==> src/rtl/uart_rx_pkg.sv <==
// Shared UART definitions: receiver state encoding, baud divisors, framing codes.
// No logic, so there is no latency and no flow control.
// Framing codes are the same ones the transmitter uses.
package uart_pkg;

    localparam int CLK_HZ     = 50_000_000;
    localparam int DIV_9600   = 326;
    localparam int DIV_2400   = 1302;
    localparam int OVERSAMPLE = 16;

    localparam logic WORD_7 = 1'b0;
    localparam logic WORD_8 = 1'b1;
    localparam logic STOP_1 = 1'b0;
    localparam logic STOP_2 = 1'b1;

    typedef enum logic [2:0] {
        IDLE      = 3'd0,
        START     = 3'd1,
        DATA      = 3'd2,
        STOP      = 3'd3,
        WAIT_IDLE = 3'd4
    } rx_state_t;

    function automatic logic maj3(input logic a, input logic b, input logic c);
        return (a & b) | (a & c) | (b & c);
    endfunction

endpackage

==> src/rtl/uart_rx_if.sv <==
// Received-character bus from the UART receiver to the checking/display logic.
// Signals are registered at the source; data_valid/frame_err are one-clock strobes.
// No backpressure: the consumer must take each strobe when it occurs.
interface uart_rx_if;
    logic [7:0] data_out;
    logic       data_valid;
    logic       frame_err;
    logic       busy;

    modport master (output data_out, data_valid, frame_err, busy);
    modport slave  (input  data_out, data_valid, frame_err, busy);
endinterface

==> src/rtl/uart_rx_tick.sv <==
// Oversample tick generator: one-clock tick every DIV clocks for the selected rate.
// Tick is registered; the first tick arrives DIV clocks after a restart.
// A reload pulse or a rate change restarts the count from zero.
module uart_rx_tick #(
    parameter int DIV_9600 = 326,
    parameter int DIV_2400 = 1302
) (
    input  logic clk,
    input  logic rst,
    input  logic sel,
    input  logic reload,
    output logic tick
);
    localparam logic [15:0] LAST_9600 = 16'(DIV_9600 - 1);
    localparam logic [15:0] LAST_2400 = 16'(DIV_2400 - 1);

    logic [15:0] cnt;
    logic [15:0] last;
    logic        sel_q;
    logic        restart;

    assign last    = sel ? LAST_2400 : LAST_9600;
    assign restart = reload | (sel != sel_q);

    always_ff @(posedge clk or negedge rst) begin
        if (!rst) begin
            cnt   <= '0;
            sel_q <= 1'b0;
            tick  <= 1'b0;
        end else begin
            sel_q <= sel;
            tick  <= 1'b0;
            if (restart) begin
                cnt <= '0;
            end else if (cnt == last) begin
                cnt  <= '0;
                tick <= 1'b1;
            end else begin
                cnt <= cnt + 16'd1;
            end
        end
    end
endmodule

==> src/rtl/uart_rx.sv <==
// UART receiver, 16x oversampled, 7/8 data bits, 1/2 stop bits, 9600/2400 baud.
// Strobe lands 2 sync clocks + 1 clock after the mid-point of the final stop bit.
// No backpressure; UART_RX_MAJORITY_EN selects 2-of-3 voting over ticks 7..9.
module uart_rx
    import uart_pkg::*;
#(
    parameter int DIV_9600 = uart_pkg::DIV_9600,
    parameter int DIV_2400 = uart_pkg::DIV_2400
) (
    input  logic     clk,
    input  logic     rst,
    input  logic     rx_en,
    input  logic     rate_sel,
    input  logic     word8,
    input  logic     stop2,
    input  logic     rxd,
    uart_rx_if.master rx
);
    localparam logic [3:0] MID_TICK = 4'(OVERSAMPLE / 2 - 1);

    rx_state_t  state;
    logic       rx_s1, rx_s2, rx_prev;
    logic       tick, tick_sel, start_det, decide, bit_val;
    logic [3:0] tcnt;
    logic [2:0] bcnt;
    logic [7:0] shreg;
    logic       stop_idx, err_acc;
    logic       w8_lat, s2_lat, rate_lat;

    always_ff @(posedge clk or negedge rst) begin
        if (!rst) begin
            rx_s1   <= 1'b1;
            rx_s2   <= 1'b1;
            rx_prev <= 1'b1;
        end else begin
            rx_s1   <= rxd;
            rx_s2   <= rx_s1;
            rx_prev <= rx_s2;
        end
    end

    assign start_det = (state == IDLE) & rx_prev & ~rx_s2 & rx_en;
    // Rate follows the live input only while idle; a frame keeps its latched rate.
    assign tick_sel  = (state == IDLE) ? rate_sel : rate_lat;

    uart_rx_tick #(
        .DIV_9600 (DIV_9600),
        .DIV_2400 (DIV_2400)
    ) u_tick (
        .clk    (clk),
        .rst    (rst),
        .sel    (tick_sel),
        .reload (start_det),
        .tick   (tick)
    );

`ifdef UART_RX_MAJORITY_EN
    localparam logic [3:0] DEC_TICK = MID_TICK + 4'd2;
    logic smp_a, smp_b;

    always_ff @(posedge clk or negedge rst) begin
        if (!rst) begin
            smp_a <= 1'b1;
            smp_b <= 1'b1;
        end else if (tick) begin
            if (tcnt == MID_TICK)        smp_a <= rx_s2;
            if (tcnt == MID_TICK + 4'd1) smp_b <= rx_s2;
        end
    end

    assign bit_val = maj3(smp_a, smp_b, rx_s2);
`else
    localparam logic [3:0] DEC_TICK = MID_TICK;
    assign bit_val = rx_s2;
`endif

    assign decide = tick & (tcnt == DEC_TICK);

    always_ff @(posedge clk or negedge rst) begin
        if (!rst) begin
            state         <= IDLE;
            tcnt          <= '0;
            bcnt          <= '0;
            shreg         <= '0;
            stop_idx      <= 1'b0;
            err_acc       <= 1'b0;
            w8_lat        <= WORD_8;
            s2_lat        <= STOP_1;
            rate_lat      <= 1'b0;
            rx.data_out   <= '0;
            rx.data_valid <= 1'b0;
            rx.frame_err  <= 1'b0;
            rx.busy       <= 1'b0;
        end else begin
            rx.data_valid <= 1'b0;
            rx.frame_err  <= 1'b0;
            if (tick) tcnt <= tcnt + 4'd1;

            case (state)
                IDLE: begin
                    if (start_det) begin
                        state    <= START;
                        tcnt     <= '0;
                        bcnt     <= '0;
                        shreg    <= '0;
                        stop_idx <= 1'b0;
                        err_acc  <= 1'b0;
                        w8_lat   <= word8;
                        s2_lat   <= stop2;
                        rate_lat <= rate_sel;
                    end
                end
                START: begin
                    if (decide) begin
                        if (bit_val) begin
                            state <= IDLE;
                        end else begin
                            rx.busy <= 1'b1;
                            state   <= DATA;
                        end
                    end
                end
                DATA: begin
                    if (decide) begin
                        shreg[bcnt] <= bit_val;
                        if (bcnt == ((w8_lat == WORD_8) ? 3'd7 : 3'd6)) begin
                            bcnt  <= '0;
                            state <= STOP;
                        end else begin
                            bcnt <= bcnt + 3'd1;
                        end
                    end
                end
                STOP: begin
                    if (decide) begin
                        if ((s2_lat == STOP_2) && !stop_idx) begin
                            stop_idx <= 1'b1;
                            err_acc  <= ~bit_val;
                        end else begin
                            // Report at mid-stop so a back-to-back start edge is not missed.
                            rx.data_out   <= shreg;
                            rx.data_valid <= 1'b1;
                            rx.frame_err  <= err_acc | ~bit_val;
                            rx.busy       <= 1'b0;
                            state         <= bit_val ? IDLE : WAIT_IDLE;
                        end
                    end
                end
                WAIT_IDLE: begin
                    if (rx_s2) state <= IDLE;
                end
                default: state <= IDLE;
            endcase
        end
    end
endmodule

==> src/flat_wrapper.sv <==
// flat-port wrapper written by rule: the top's interface ports become plain ports
module uart_rx_flat import uart_pkg::*;
#(
    parameter int DIV_9600 = uart_pkg::DIV_9600,
    parameter int DIV_2400 = uart_pkg::DIV_2400
)
  (clk, rst, rx_en, rate_sel, word8, stop2, rxd, rx_data_out, rx_data_valid, rx_frame_err, rx_busy);
  uart_rx_if rx_i ();
  input  logic clk;
  input  logic rst;
  input  logic rx_en;
  input  logic rate_sel;
  input  logic word8;
  input  logic stop2;
  input  logic rxd;
  output wire logic [$bits(rx_i.data_out)-1:0] rx_data_out;
  output wire logic [$bits(rx_i.data_valid)-1:0] rx_data_valid;
  output wire logic [$bits(rx_i.frame_err)-1:0] rx_frame_err;
  output wire logic [$bits(rx_i.busy)-1:0] rx_busy;
  assign rx_data_out = rx_i.data_out;
  assign rx_data_valid = rx_i.data_valid;
  assign rx_frame_err = rx_i.frame_err;
  assign rx_busy = rx_i.busy;
  uart_rx #(.DIV_9600(DIV_9600), .DIV_2400(DIV_2400)) u_core (.clk(clk), .rst(rst), .rx_en(rx_en), .rate_sel(rate_sel), .word8(word8), .stop2(stop2), .rxd(rxd), .rx(rx_i));
endmodule
==> config.mk <==
export PLATFORM = sky130hd
export DESIGN_NAME = uart_rx_flat
export DESIGN_NICKNAME = d
export VERILOG_FILES = /design/src/rtl/uart_rx_pkg.sv /design/src/rtl/uart_rx_if.sv /design/src/rtl/uart_rx_tick.sv /design/src/rtl/uart_rx.sv /design/src/flat_wrapper.sv
export SDC_FILE = /design/constraint.sdc
export NUM_CORES = 1
export LEC_CHECK = 0
export ABC_AREA = 1
export BUFFER_PORTS_ARGS = -buffer_cell sky130_fd_sc_hd__buf_2
export CAP_MARGIN = 10
export CORE_AREA = 8 8 55 102
export CTS_BUF_LIST = sky130_fd_sc_hd__clkbuf_8
export CTS_CLUSTER_SIZE = 40
export DETAILED_ROUTE_END_ITERATION = 8
export DIE_AREA = 0 0 63 110
export GPL_TIMING_DRIVEN = 0
export PLACE_DENSITY = 0.84
export SYNTH_ARGS = -nofsm -noshare
export SYNTH_HDL_FRONTEND = slang
export SYNTH_SLANG_ARGS = --single-unit
==> constraint.sdc <==
create_clock -name clk -period 3.63 [get_ports clk]
set_clock_uncertainty 0.15 [all_clocks]
set_input_delay 0.363 -clock clk [delete_from_list [all_inputs] [get_ports clk]]
set_output_delay 0.363 -clock clk [all_outputs]
set_load 0.01 [all_outputs]
==> results.cfg, run 1 <==
[die]
dieArea_um2 = 6930
fp-row-count = 34
initial_utilization_pct = 64.2
die_y_um = 110
die-width_um = 63
pin_count = 18
core-area_um2 = 4300

[clock_network]
clk_latency_ps = 310
cts_tree = built
clkTransAtPathRegs_ps = 100
cts_resized = 0
root_buffer = clkbuf_8
cts_max_level = 2
cts_buffers = 5
cts_max_path_buffers = 2
cts_num_sinks = 55

[setup_path]
arrival_ps = 1820
cpPeakStageDelay_ps = 410
worst_setup_path_end_kind = register
crit_family = simple AND/OR/NAND/NOR gates
worst_ep_required_time_ps = 3680
crit_path_max_fanout = 9
cp_common_cell = nand2_1
critPathKind = reg -> reg
cp_cell_sequence = ha_1 > nand2_1 > inv_1 > nand2_1 > inv_1 > nand2_1 > clkinv_1 > nand2_1 > nand2_1
cp-start-kind = register
cp_num_buf_inv = 3
worst_path_max_delay_cell = dfrtp_1

[sta]
totalNegativeSetupSlack_ps = 0
fin_crit_sh_pct = 48.9
fmax_mhz = 563
min_period_ps = 1780
rsz0062_at_grt = false
hold_viol = 0
maxSlewViolCount = 0
final-setup-viol-count = 0
slew_headroom_pct = 63.6
worst_pin_slew_ps = 546

[route]
ant_nets = 0
wire_per_inst_um = 12.8
firstDrtPassIters = 4
drc_errors = 0
drt_iter0_markers = 81
avgViaCountPerCell = 5.34
vias = 2223
wirelength_um = 5330

[run_status]
status = finished, final reports clean

[pwr]
vdd_drop_max_mv = 0.405
p_sw_share_pct = 36.4
p_leak_uw = 0.00148
power_switching_uw = 545
power.density_nw_per_um2 = 492
power.total_uw = 1500
pwr-share-seq_pct = 49.7
p_comb_share_pct = 27.4
power_frac_clock_pct = 22.9
internal-power_uw = 954

[synth]
ys_seq_elements = 55
synth_edf_count = 0
synthArstFlopShare_pct = 100
netlist_top_cells_count = 82 x nand2_1, 51 x dfrtp_1, 41 x nor2_1
syn-cell-area_um2 = 2760
synth_area_leaders = dfrtp_1 46%, nand2_1 11%, nor2_1 5.6%, inv_1 5.4%, dfstp_2 3.8%
avgSynthCellArea_um2 = 8.26
yosysWarnings = 0
synth.most_common_cell = nand2_1
synth_top_area_share_pct = 46.3
synth_top_area_cell = dfrtp_1
yosysUniqueCellTypes = 36
syn-num-nets = 345
synth-main-ff-cell = dfrtp_1
netlist_instances = 334
ys_seq_area_share_pct = 50.1

[final_layout]
drive_gt1_share_pct = 15.7
finish.utilization_pct = 70.9
final_area_um2 = 3040
fill_cells = 335
multi_input_area_um2 = 1170
diodes = 0
nNetsFinal = 372
seq_area_um2 = 1380
area_growth_pct = 10.4

[placement]
gp_congestion = 0.861
dpl-instance-area_um2 = 2910
io_buffers = 17
dp_hpwl_um = 4040

[global_routing]
grt_usage_pct = 16.6
grt_pass1_wl_um = 9360
grt_max_degree = 56
grt_pass1_vias = 2277
grt-ovfl-total = 0
antenna_found_initial = 0

[hold_path]
hold_class = in -> reg

[flow_run]
cap_violations = 0
[placed cells by master (no fill, tap or decap), drive strengths merged]
master and n:
dlygate4sd3 2, o22ai 1, xor2 9, nand2 86, a21oi 5, and2 1, dfrtp 51, clkinvlp 1
dfstp 4, nand4 5, ha 4, xnor2 2, clkbuf 5, o21ai 28, buf 21, and3 1
inv 47, nor2 46, clkinv 3, nor3 14, o211ai 1, mux2i 1, a22o 1, nand3 23
[final timing paths]
check / start / end / slack (ps) / depth (start not counted)
max reg2reg: u_core.tcnt[0] / u_core.rx.data_out[6] / 1850 / 9
max: u_core.tcnt[0] / u_core.rx.data_out[6] / 1850 / 9
min in group asynchronous: rst / u_core.tcnt[3] / 410 / 2
min: stop2 / u_core.s2_lat / 120 / 3
min reg2reg: u_core.rx_s1 / u_core.bit_val / 220 / 0
max in group asynchronous: rst / u_core.w8_lat / 2290 / 3
[power by group through the flow]
| stage | sequential [uW] | combinational [uW] | clock [uW] |
|---|---|---|---|
| after CTS | 745 | 413 | 355 |
| after floorplan | 744 | 315 | 0 |
| after global routing | 755 | 468 | 377 |
| after detailed placement | 757 | 407 | 0 |
| after global placement | 753 | 395 | 0 |
| final | 744 | 411 | 343 |
[layer usage]
| metal | GRT usage, % | part of all wire, % | wire, um |
|---|---|---|---|
| met5 | 0 | 0 | 0 |
| met4 | 10.2 | 3.7 | 196 |
| met3 | 3.44 | 3.8 | 200 |
| met2 | 32.2 | 55 | 2920 |
| met1 | 15.2 | 38 | 2010 |
[layout make-up]
class                   count  share of cell area [%]
well taps                  54                    2.22
clock buffers               5                    2.26
multi-input cells         228                    38.4
clock inverters             3                   0.822
repair buffers             20                    4.11
flip-flops and latches     55                    45.4
plain buffers               3                   0.699
inverters                  48                    6.08
[cell families (layout without fill, tap and decap cells)]
family	Yosys count	count (layout)	share of synthesized area (%)
xor+xnor	11	11	3.49
mux	1	1	0.363
buf+inv	51	79	7.49
fa+ha+maj	4	4	1.81
compound gates	36	36	7.62
simple gates	176	176	29.1
flops	55	55	50.1
[flip-flops by register name (all words and copies together), names as in the netlist, 3 cells and up]
signal,cells
u_core.bcnt,3
u_core.rx.data_out,8
u_core.tcnt,4
u_core.state,3
u_core.shreg,8
u_core.u_tick.cnt,16
[per-stage QoR]
stage	hold slack, ps	setup slack [ps]	instances
finish	123	1850	416
global route	153	1670	416
detailed placement	203	1860	405
global placement	203	1900	405
floorplan	-82.6	2090	334
CTS	116	1840	414
[tightest hold or removal path, stage by stage]
cell     delay (ps)
buf_2            70
nand2_1          40
o21ai_0          60
[repair_timing]
item / CTS / global route
hold endpoints to repair: 1 / 21
buffers inserted: 0 / 0
hold buffers: 1 / 1
No activity file was read; power rests on OpenSTA's default activity.
==> run 2: changes to the inputs <==
--- a/config.mk
+++ b/config.mk
@@ -5,16 +5,16 @@
 export SDC_FILE = /design/constraint.sdc
 export NUM_CORES = 1
 export LEC_CHECK = 0
-export ABC_AREA = 1
+export ABC_AREA = 0
 export BUFFER_PORTS_ARGS = -buffer_cell sky130_fd_sc_hd__buf_2
 export CAP_MARGIN = 10
-export CORE_AREA = 8 8 55 102
+export CORE_AREA = 8 8 55 103
 export CTS_BUF_LIST = sky130_fd_sc_hd__clkbuf_8
 export CTS_CLUSTER_SIZE = 40
 export DETAILED_ROUTE_END_ITERATION = 8
-export DIE_AREA = 0 0 63 110
+export DIE_AREA = 0 0 63 111
 export GPL_TIMING_DRIVEN = 0
-export PLACE_DENSITY = 0.84
+export PLACE_DENSITY = 0.8
 export SYNTH_ARGS = -nofsm -noshare
 export SYNTH_HDL_FRONTEND = slang
 export SYNTH_SLANG_ARGS = --single-unit
==> constraint.sdc (replaced) <==
create_clock -name clk -period 1.8 [get_ports clk]
set_clock_uncertainty 0.15 [all_clocks]
set_input_delay 0.18 -clock clk [delete_from_list [all_inputs] [get_ports clk]]
set_output_delay 0.18 -clock clk [all_outputs]
set_load 0.01 [all_outputs]
==> results.cfg, run 2 <==
[synth]
syn-num-nets = 278
synth_top_area_share_pct = 48.7
ys_seq_elements = 55
synth_area_leaders = dfrtp_1 49%, nand2_1 6.6%, dfstp_2 4.0%, o21ai_0 3.6%, xor2_1 3.3%
syn-cell-area_um2 = 2620
netlist_top_cells_count = 51 x dfrtp_1, 46 x nand2_1, 19 x o21ai_0
synth_edf_count = 0
synth.most_common_cell = dfrtp_1
synth_top_area_cell = dfrtp_1
ys_seq_area_share_pct = 52.7
yosysWarnings = 0
netlist_instances = 267
synthArstFlopShare_pct = 100
avgSynthCellArea_um2 = 9.82
yosysUniqueCellTypes = 48
synth-main-ff-cell = dfrtp_1

[hold_path]
hold_class = in -> async

[setup_path]
cp-start-kind = register
worst_setup_path_end_kind = register
critPathKind = reg -> reg
crit_family = simple AND/OR/NAND/NOR gates
crit_path_max_fanout = 6
arrival_ps = 2240
cpPeakStageDelay_ps = 560
cp_cell_sequence = clkbuf_8 > or4_4 > a2bb2oi_4 > or4_1 > o21ai_1
worst_path_max_delay_cell = or4_4
cp_num_buf_inv = 1
worst_ep_required_time_ps = 1880

[global_routing]
antenna_found_initial = 0
grt_pass1_vias = 2296
grt-ovfl-total = 0
grt_pass1_wl_um = 10600
grt_max_degree = 56
grt_usage_pct = 18.4

[sta]
rsz0062_at_grt = true
hold_viol = 0
min_period_ps = 2150
fin_crit_sh_pct = 120
worst_pin_slew_ps = 562
fin_ws_ps = -354
fmax_mhz = 464
maxSlewViolCount = 0
final-setup-viol-count = 39
slew_headroom_pct = 62.6

[placement]
dp_hpwl_um = 3900
gp_congestion = 0.884
io_buffers = 17

[die]
die-width_um = 63
fp-row-count = 34
pin_count = 18
initial_utilization_pct = 61.0
dieArea_um2 = 6990
die_y_um = 111
core-area_um2 = 4300

[route]
drt_iter0_markers = 112
wire_per_inst_um = 18.4
firstDrtPassIters = 4
wirelength_um = 6780
avgViaCountPerCell = 6.10
ant_nets = 0
vias = 2251
drc_errors = 0

[pwr]
vdd_drop_max_mv = 0.780
power.total_uw = 1960
power.density_nw_per_um2 = 590
p_leak_uw = 0.00142

[clock_network]
cts_buffers = 5
cts_max_level = 2
clk_latency_ps = 310
cts_num_sinks = 55
cts_tree = built
root_buffer = clkbuf_8
cts_max_path_buffers = 2
clkTransAtPathRegs_ps = 100

[final_layout]
fill_cells = 289
nNetsFinal = 325
drive_gt1_share_pct = 30.2
seq_area_um2 = 1380
finish.utilization_pct = 77.5
diodes = 0
largest_register_ffs = 16
multi_input_area_um2 = 1340
layout_common_cells = 50 x dfrtp_1, 44 x nand2_1, 17 x buf_2
reg_top3 = u_core.u_tick.cnt (16), u_core.rx.data_out (8), u_core.shreg (8)
regMostFlops = u_core.u_tick.cnt
area_growth_pct = 27.0
final_common_cell = dfrtp_1

[flow_run]
cap_violations = 0

[run_status]
violations = setup timing
status = finished with violations
## run 2: cell count changes after synthesis, moves of 6 or more
cell and delta:
nand2_1 -36, inv_1 -34, nor2_1 -25, o21ai_1 -14
nand3_1 -13, clkbuf_1 +8, o21ai_0 +7, o31ai_1 +6
## run 2: power by group
part | internal (uW) | switching, uW
registers | 1240 | 2.04
clock network | 268 | 400
logic | 20.4 | 34.1
## run 2: layer usage
metal | up-vias | part of all wire (%) | global-route usage [%] | wire [um]
li1 | 1042 | - | - | -
met1 | 1118 | 36 | 17.8 | 2430
met2 | 72 | 57 | 33.9 | 3860
met3 | 19 | 3.9 | 4.25 | 267
met4 | 0 | 3.3 | 9.97 | 221
met5 | - | 0 | 0 | 0
## run 2: cells by family (layout without fill, tap and decap cells)
| kind of cell | count (synthesis) | in the layout | share of synthesized area (%) |
|---|---|---|---|
| compound gates | 52 | 53 | 12.9 |
| xor+xnor | 15 | 15 | 5.01 |
| fa+ha+maj | 4 | 4 | 1.91 |
| buf+inv | 19 | 66 | 3.48 |
| flops | 55 | 55 | 52.7 |
| mux | 1 | 1 | 0.382 |
| simple gates | 121 | 121 | 23.6 |
## run 2: what timing repair did
action / CTS / global route
setup endpoints to repair: 50 / 44
cloned: 3 / 0
gates resized for setup: 48 / 28
hold buffers: 5 / 0
setup buffers: 10 / 7
hold endpoints to repair: 9 / 0
pin swaps: 15 / 14
## run 2: worst reg2reg max path, stage by stage (launching register included)
cell and delay, ps:
dfrtp_1 410, clkbuf_8 150, or4_4 560, a2bb2oi_4 210, or4_1 470, o21ai_1 130
## run 2: final cells by class
| cell class | instances | share of cell area (%) |
|---|---|---|
| Buffer | 9 | 2.67 |
| Clock buffer | 5 | 2.07 |
| Clock inverter | 3 | 0.489 |
| Inverter | 7 | 0.902 |
| Multi-Input combinational cell | 194 | 40.3 |
| Sequential cell | 55 | 41.5 |
| Tap cell | 54 | 2.03 |
| Timing Repair Buffer | 42 | 10.0 |
## run 2: path summary, 6_finish.rpt
path / slack, ps / from / cells after the start / endpoint
hold reg to reg: 210 / u_core.rx_s1 / 0 / u_core.bit_val
max in group asynchronous: 750 / rst / 3 / u_core.w8_lat
setup reg to reg: -350 / u_core.state[2] / 5 / u_core.bcnt[2]
hold / removal: 150 / rst / 2 / u_core.rx.busy
min in group clk: 200 / rx_en / 4 / u_core.tcnt[2]
setup / recovery: -350 / u_core.state[2] / 5 / u_core.bcnt[2]
## run 2: metrics by stage
step | setup WS (ps) | instance area [um2] | TNS, ps | hold slack, ps | instances
final | -354 | 3330 | -5810 | 148 | 369
after detailed placement | -411 | 2780 | -11710 | 139 | 338
after floorplan | -134 | 2620 | -2300 | -266 | 267
after global placement | -402 | 2780 | -10400 | 135 | 338
after CTS | -271 | 3160 | -5300 | 211 | 361
after global routing | -362 | 3330 | -8050 | 166 | 369
==> run 3: changes to the inputs <==
==> constraint.sdc (replaced) <==
create_clock -name clk -period 1.8 [get_ports clk]
set_clock_uncertainty 0.15 [all_clocks]
set_input_delay 0.36 -clock clk [delete_from_list [all_inputs] [get_ports clk]]
set_output_delay 0.36 -clock clk [all_outputs]
set_load 0.01 [all_outputs]
==> results.cfg, run 3 (same netlist as run 2, synthesis figures left out) <==
[final_layout]
stdcell_count = 367
largest_register_ffs = 16
reg_top3 = u_core.u_tick.cnt (16), u_core.rx.data_out (8), u_core.shreg (8)
drive_gt1_share_pct = 30.7
nNetsFinal = 323
regMostFlops = u_core.u_tick.cnt
layout_common_cells = 50 x dfrtp_1, 44 x nand2_1, 17 x buf_2
area_growth_pct = 27.2
diodes = 0
final_common_cell = dfrtp_1

[global_routing]
grt-ovfl-total = 0
grt_max_degree = 56
grt_usage_pct = 18.0
grt_pass1_wl_um = 10400
antenna_found_initial = 0
grt_pass1_vias = 2263

[setup_path]
cp_cell_sequence = clkbuf_8 > or4_4 > a2bb2oi_4 > or4_1 > o21ai_1
crit_family = simple AND/OR/NAND/NOR gates
arrival_ps = 2210
cpPeakStageDelay_ps = 560
cp.depth = 5
worst_ep_required_time_ps = 1880
cp_num_buf_inv = 1
cp-start-kind = register
crit_path_max_fanout = 6
critPathKind = reg -> reg
rr_worst_depth = 5
worst_setup_path_end_kind = register
worst_path_max_delay_cell = or4_4

[clock_network]
clkTransAtPathRegs_ps = 100
cts_max_path_buffers = 2
cts_buffers = 5
cts_max_level = 2
cts_tree = built
root_buffer = clkbuf_8
cts_num_sinks = 55
clk_latency_ps = 310

[sta]
maxSlewViolCount = 0
hold_viol = 0
fin_ws_ps = -327
fmax_mhz = 470
rsz0062_at_grt = true
min_period_ps = 2130
final-setup-viol-count = 47
worst_pin_slew_ps = 567
slew_headroom_pct = 62.2
fin_crit_sh_pct = 118

[route]
wire_per_inst_um = 19.3
vias = 2240
avgViaCountPerCell = 6.10
wirelength_um = 7070
drt_iter0_markers = 105
firstDrtPassIters = 5
ant_nets = 0
drc_errors = 0

[die]
core-area_um2 = 4300
initial_utilization_pct = 61.0
fp-row-count = 34
pin_count = 18
die-width_um = 63
dieArea_um2 = 6990
die_y_um = 111

[placement]
gp_congestion = 0.884
dp.cells = 338
dp_hpwl_um = 3900
io_buffers = 17
place_ws_ps = -411

[run_status]
status = finished with violations
violations = setup timing

[flow_run]
cap_violations = 0

[pwr]
power.density_nw_per_um2 = 588
p_leak_uw = 0.00142
vdd_drop_max_mv = 0.595

[hold_path]
hold_class = in -> reg
hold_depth = 3
==> run 3: power breakdown <==
part	leakage [uW]	switching [uW]	total [uW]	internal [uW]
Clock	0.0000453	399	667	268
Sequential	0.000665	1.93	1240	1240
Combinational	0.000712	33.5	49.6	16.1
==> run 3: layer usage <==
layer / global-route usage [%] / routed length, um / up-vias
met1: 16.8 / 2470 / 1119
li1: - / - / 1039
met3: 4.35 / 257 / 19
met4: 8.74 / 219 / 0
met2: 34.3 / 4130 / 63
met5: 0 / 0 / -
==> run 3: metrics by stage <==
step | instance area (um2) | utilization [%] | power [uW] | setup TNS, ps | hold slack, ps
2_1_floorplan | 2620 | - | 1270 | -2300 | -85.6
3_3_place_gp | 2780 | 64.6 | 1300 | -10400 | 196
3_5_place_dp | 2780 | 64.6 | 1300 | -11710 | 197
4_1_cts | 3120 | 72.6 | 1960 | -5300 | 89.7
5_1_grt | 3330 | 77.6 | 2020 | -9640 | 114
6_report | 3330 | 77.6 | 1960 | -7310 | 99.8
==> run 3: timing repair <==
| item | 4_1_cts | 5_1_grt |
|---|---|---|
| hold buffers | 1 | 1 |
| cloned | 3 | 0 |
| pin swaps | 15 | 17 |
| setup buffers | 10 | 8 |
| gates resized for setup | 48 | 30 |
| endpoints found under the hold margin | 1 | 19 |
| endpoints found under the setup margin | 50 | 44 |
==> run 3: area by class of cell <==
| class | count | area [um2] |
|---|---|---|
| Sequential cell | 55 | 1380 |
| Fill cell | 287 | 963 |
| Timing Repair Buffer | 40 | 327 |
| Clock inverter | 3 | 16.3 |
| Buffer | 9 | 88.8 |
| Tap cell | 54 | 67.6 |
| Clock buffer | 5 | 68.8 |
| Inverter | 7 | 30.0 |
| Multi-Input combinational cell | 194 | 1350 |
==> run 3: path summary, 6_finish.rpt <==
| kind | startpoint | end | slack [ps] |
|---|---|---|---|
| worst max-delay path | u_core.state[2] | u_core.bcnt[2] | -330 |
| worst min-delay path | stop2 | u_core.s2_lat | 100 |
| worst min register to register | u_core.rx_s1 | u_core.bit_val | 210 |
| min in group asynchronous | rst | u_core.rx.busy | 400 |
| worst max register to register | u_core.state[2] | u_core.bcnt[2] | -330 |
| max in group asynchronous | rst | u_core.w8_lat | 470 |
==> run 3: worst min-delay path: stages <==
cell and delay (ps):
buf_2 80, nand2_1 40, nand2_1 50
